`config.mk`:
```
export PLATFORM = sky130hd
export DESIGN_NAME = da_serial_fir3
export DESIGN_NICKNAME = d
export VERILOG_FILES = /design/src/rtl/da_fir_pkg.sv /design/src/rtl/da_tap_sreg.sv /design/src/rtl/da_serial_fir3.sv
export SDC_FILE = /design/constraint.sdc
export NUM_CORES = 1
export LEC_CHECK = 0
export CORE_MARGIN = 5
export CORE_UTILIZATION = 50
export DETAILED_ROUTE_END_ITERATION = 8
export PLACE_DENSITY = 0.71
export SYNTH_ARGS = -nofsm -noshare
export SYNTH_HDL_FRONTEND = slang
export SYNTH_SLANG_ARGS = --single-unit
```
`constraint.sdc`:
```
create_clock -name clk -period 2.6 [get_ports clk]
set_input_delay 0.26 -clock clk [delete_from_list [all_inputs] [get_ports clk]]
set_output_delay 0.26 -clock clk [all_outputs]
set_load 0.01 [all_outputs]
```
`src/rtl/da_fir_pkg.sv`:
```
// Shared constants for the bit-serial DA 3-tap FIR: default widths,
// filter coefficients and state encoding.
package da_fir_pkg;
  localparam int B_DEF = 8;
  localparam int W_DEF = 12;

  localparam int C0 = -2;
  localparam int C1 = 3;
  localparam int C2 = 1;

  localparam logic [0:0] IDLE = 1'b0;
  localparam logic [0:0] RUN  = 1'b1;
endpackage

```
`src/rtl/da_tap_sreg.sv`:
```
// B-bit parallel-load, MSB-out left-shift register; load wins over shift.
module da_tap_sreg #(
  parameter int B = 8
) (
  input  logic         clk,
  input  logic         reset,
  input  logic         load,
  input  logic         shift,
  input  logic [B-1:0] d,
  output logic         msb
);
  logic [B-1:0] q;

  always_ff @(posedge clk) begin
    if (reset)      q <= '0;
    else if (load)  q <= d;
    else if (shift) q <= {q[B-2:0], 1'b0};
  end

  assign msb = q[B-1];
endmodule

```
`src/rtl/da_serial_fir3.sv`:
```
// Bit-serial DA engine for a 3-tap FIR (-2, 3, 1) with an external DA table.
// Define DA_FIR_SAT_EN to clamp y to the B-bit signed range.
module da_serial_fir3
  import da_fir_pkg::*;
#(
  parameter int B = B_DEF,
  parameter int W = B + 4
) (
  input  logic         clk,
  input  logic         reset,
  input  logic [B-1:0] x_in,
  input  logic         in_valid,
  output logic         in_ready,
  output logic [2:0]   table_in,
  input  logic [3:0]   table_out,
  output logic [W-1:0] y,
  output logic         y_valid,
  output logic         busy
);
  localparam int CW = (B > 1) ? $clog2(B) : 1;

  logic [0:0]          state;
  logic [B-1:0]        x0, x1, x2;
  logic [CW-1:0]       count;
  logic signed [W-1:0] acc, t, acc_nx, y_fin;
  logic                accept, last;
  logic [2:0]          msb;
  logic [2:0][B-1:0]   ld_d;

  assign in_ready = (state == IDLE);
  assign busy     = (state == RUN);
  assign accept   = in_valid && in_ready;
  assign last     = busy && (count == CW'(B - 1));

  // Shift regs load the post-shift delay line: s0<-x_in, s1<-x0, s2<-x1.
  assign ld_d = {x1, x0, x_in};

  for (genvar i = 0; i < 3; i++) begin : g_tap
    da_tap_sreg #(.B(B)) u_tap (
      .clk   (clk),
      .reset (reset),
      .load  (accept),
      .shift (busy),
      .d     (ld_d[i]),
      .msb   (msb[i])
    );
  end

  assign table_in = busy ? msb : 3'b000;
  assign t        = {{(W-4){table_out[3]}}, table_out};

  // The MSB slice carries the negative two's-complement weight.
  assign acc_nx = (count == '0) ? -t : (acc <<< 1) + t;

`ifdef DA_FIR_SAT_EN
  localparam logic signed [W-1:0] SMAX = W'((1 << (B - 1)) - 1);
  localparam logic signed [W-1:0] SMIN = ~SMAX;

  always_comb begin
    y_fin = acc_nx;
    if (acc_nx > SMAX)      y_fin = SMAX;
    else if (acc_nx < SMIN) y_fin = SMIN;
  end
`else
  assign y_fin = acc_nx;
`endif

  always_ff @(posedge clk) begin
    if (reset) begin
      state   <= IDLE;
      x0      <= '0;
      x1      <= '0;
      x2      <= '0;
      count   <= '0;
      acc     <= '0;
      y       <= '0;
      y_valid <= 1'b0;
    end else begin
      y_valid <= 1'b0;
      if (state == IDLE) begin
        if (accept) begin
          x2    <= x1;
          x1    <= x0;
          x0    <= x_in;
          count <= '0;
          state <= RUN;
        end
      end else begin
        acc   <= acc_nx;
        count <= count + CW'(1);
        if (last) begin
          y       <= y_fin;
          y_valid <= 1'b1;
          state   <= IDLE;
        end
      end
    end
  end
endmodule

```
==> run metrics <==
status=finished clean; fin area=3990 µm²; crit share post-route=87.53%; first-pass GRT wire length=12780 µm; CTS sink cnt=68; Final ANT Viol Nets=0; I/O pin cnt=33; RD Place Congestion=0.8899; die footprint=8357 µm²; Reg clk slew, reported paths=70 ps; Peak VDD IR=0.4034 mV; post-place setup slack=-24.31 ps; post-CTS setup buffers=0; #FFs+latches synth=68; max cap viols=0; ANT cells=0; Clock Path Buffers=2; FMAX=0.4394 GHz; number of hold violations in the final report=0; endpoints failing setup=0; met2 usage=26.43%; final worst setup slack=324.3 ps; vias in the first global route=2682; drt drc=0; Tightest Pin Transition=630.2 ps; Vias=2858; sequential area share after synthesis=41.07%; Min Hold Slack=278.5 ps; commonest non-fill, non-tap cell in the layout=dfxtp_1; Initial Util=51.90%; dpl hpwl=5089 µm; Core Area=6386 µm²; Distinct cells, synth=45; GRT Overall Usage=18.50%; RSZ-0062 raised after global routing=false; Max Transition Viols Final=0; clk_lat worst skew=340 ps; Net count, final=466; Placed Area=3752 µm²; CTS Buf Count=9; worst path required time=2860 ps; Syn Inst Count=400; pwr dens=638.5 nW/µm²; post_cts resized=0; Synth warnings=0; CP Capture Type=flip-flop; Startpoint Class=primary input; WL/cell=14.57 µm; CTS tree=yes; initial antenna violation count=0; DR pass1 iterations=4; H-tree Lvls=3; Port-buffer cells=32; root buf cell=clkbuf_8; hold buffer count at cts=0; Post-synth ARST share=0%; Die Ht=91.42 µm; P&R area growth vs syn=20.39%; Synth area leader=dfxtp_1; Yosys top cell area share=41.07%; FP Rows=29; global-route met1 utilization=27.23%; Fin Clk Skew=7.689 ps; met3 usage=3.306%; Slew HR=57.89%; largest net degree at the start of global routing=53; DRT Wirelength=7503 µm; crit path max fanout=3; top cells by area, synth=dfxtp_1, a21oi_1, mux2i_1; GRT overflow=0; WS Path Type=primary input to flip-flop; Worst Path Arrival=2540 ps; GRT busiest layer=met1; routed vias/inst=5.550; DIE WIDTH=91.42 µm; Pleak=1.636 nW; share of post-route cells with drive strength above 1=9.132%; Avg Synthesized Cell Area=8.286 µm²; Iter 0 DRT Violations=171; ys flop type=dfxtp_1; most frequent cells in the layout=dfxtp_1, nor2_1, a21oi_1; EDFF count, synth=0; mapped cell area=3314 µm²; Hold/Removal Path Class=primary input to flip-flop; Min Clock Period, post-route=2276 ps; syn nets=432
## power by group
part	leakage [nW]	total, mW	switching, mW	internal (mW)
combinational	0.971	0.391	0.229	0.163
clock	0.112	1.04	0.407	0.633
sequential	0.554	1.12	0.0317	1.08
total	1.64	2.55	0.667	1.88
## routing by layer
metal	vias up	part of all wire, %
li1	1462	-
met1	1320	50
met2	66	43
met3	10	5.1
met4	0	1.7
met5	-	0
## Yosys cell counts (2+ instances only)
master / count
a211oi_1: 12
a21o_1: 3
a21oi_1: 57
and2_1: 5
and3_1: 3
buf_1: 2
buf_2: 4
clkbuf_1: 20
dfxtp_1: 68
ha_1: 16
inv_1: 11
mux2i_1: 28
nand2_1: 41
nand2b_1: 4
nand3_1: 5
nand4_1: 2
nor2_1: 63
nor2b_1: 3
nor3_1: 9
o211ai_1: 3
o21a_1: 3
o21ai_0: 9
o221ai_1: 2
or3_1: 2
or4b_1: 2
xnor2_1: 4
## through the flow
| stage | power (mW) | utilization, % | setup TNS [ps] | instances |
|---|---|---|---|---|
| floorplan | 1.406 | - | 0 | 400 |
| global placement | 1.517 | 58.76 | 0 | 500 |
| detailed placement | 1.526 | 58.76 | -27.69 | 500 |
| CTS | 2.566 | 62.48 | 0 | 515 |
| global route | 2.662 | 62.48 | 0 | 515 |
| finish | 2.548 | 62.48 | 0 | 515 |
## cells by family (layout without fill, tap and decap cells)
| kind of cell | after synthesis | after routing | synth area share [%] |
|---|---|---|---|
| buffers and inverters | 37 | 75 | 4.341 |
| AND/OR/NAND/NOR | 143 | 143 | 19.03 |
| multiplexers | 28 | 28 | 8.456 |
| adder cells (fa/ha/maj) | 17 | 17 | 6.644 |
| XOR/XNOR | 5 | 5 | 1.321 |
| flip-flops | 68 | 68 | 41.07 |
| AO/OA/AOI/OAI | 102 | 102 | 19.14 |
## layout make-up
type / count / area [µm²]
clock buffer: 9 / 123.9
clock inverter: 6 / 113.9
fill: 564 / 2396
inverter: 11 / 41.29
multi-input combinational: 295 / 1809
sequential: 68 / 1363
tap: 77 / 96.34
timing repair buffer: 49 / 442.9
## final timing paths
kind                      from  endpoint  slack (ps)  cells past startpoint
setup / recovery  table_out[1]    acc[9]         320                      9
hold / removal           reset    acc[9]         280                      2
setup reg to reg        acc[0]    acc[9]         400                      8
hold reg to reg          x1[0]     x1[0]         460                      2
## flip-flops by register name, indices dropped and copies added (netlist names)
signal	flops
y_valid	1
g_tap.u_tap.q	24
x1	8
acc	11
busy	1
x0	8
y	12
count	3
## critical path: stages
cell and delay [ps]:
clkdlybuf4s50_1 500, ha_1 180, inv_1 60, fa_1 390, and2b_1 250, o2111ai_1 170, a2111oi_2 390, nor3_1 120
a211oi_1 230
(Power assumes the default switching activity.)
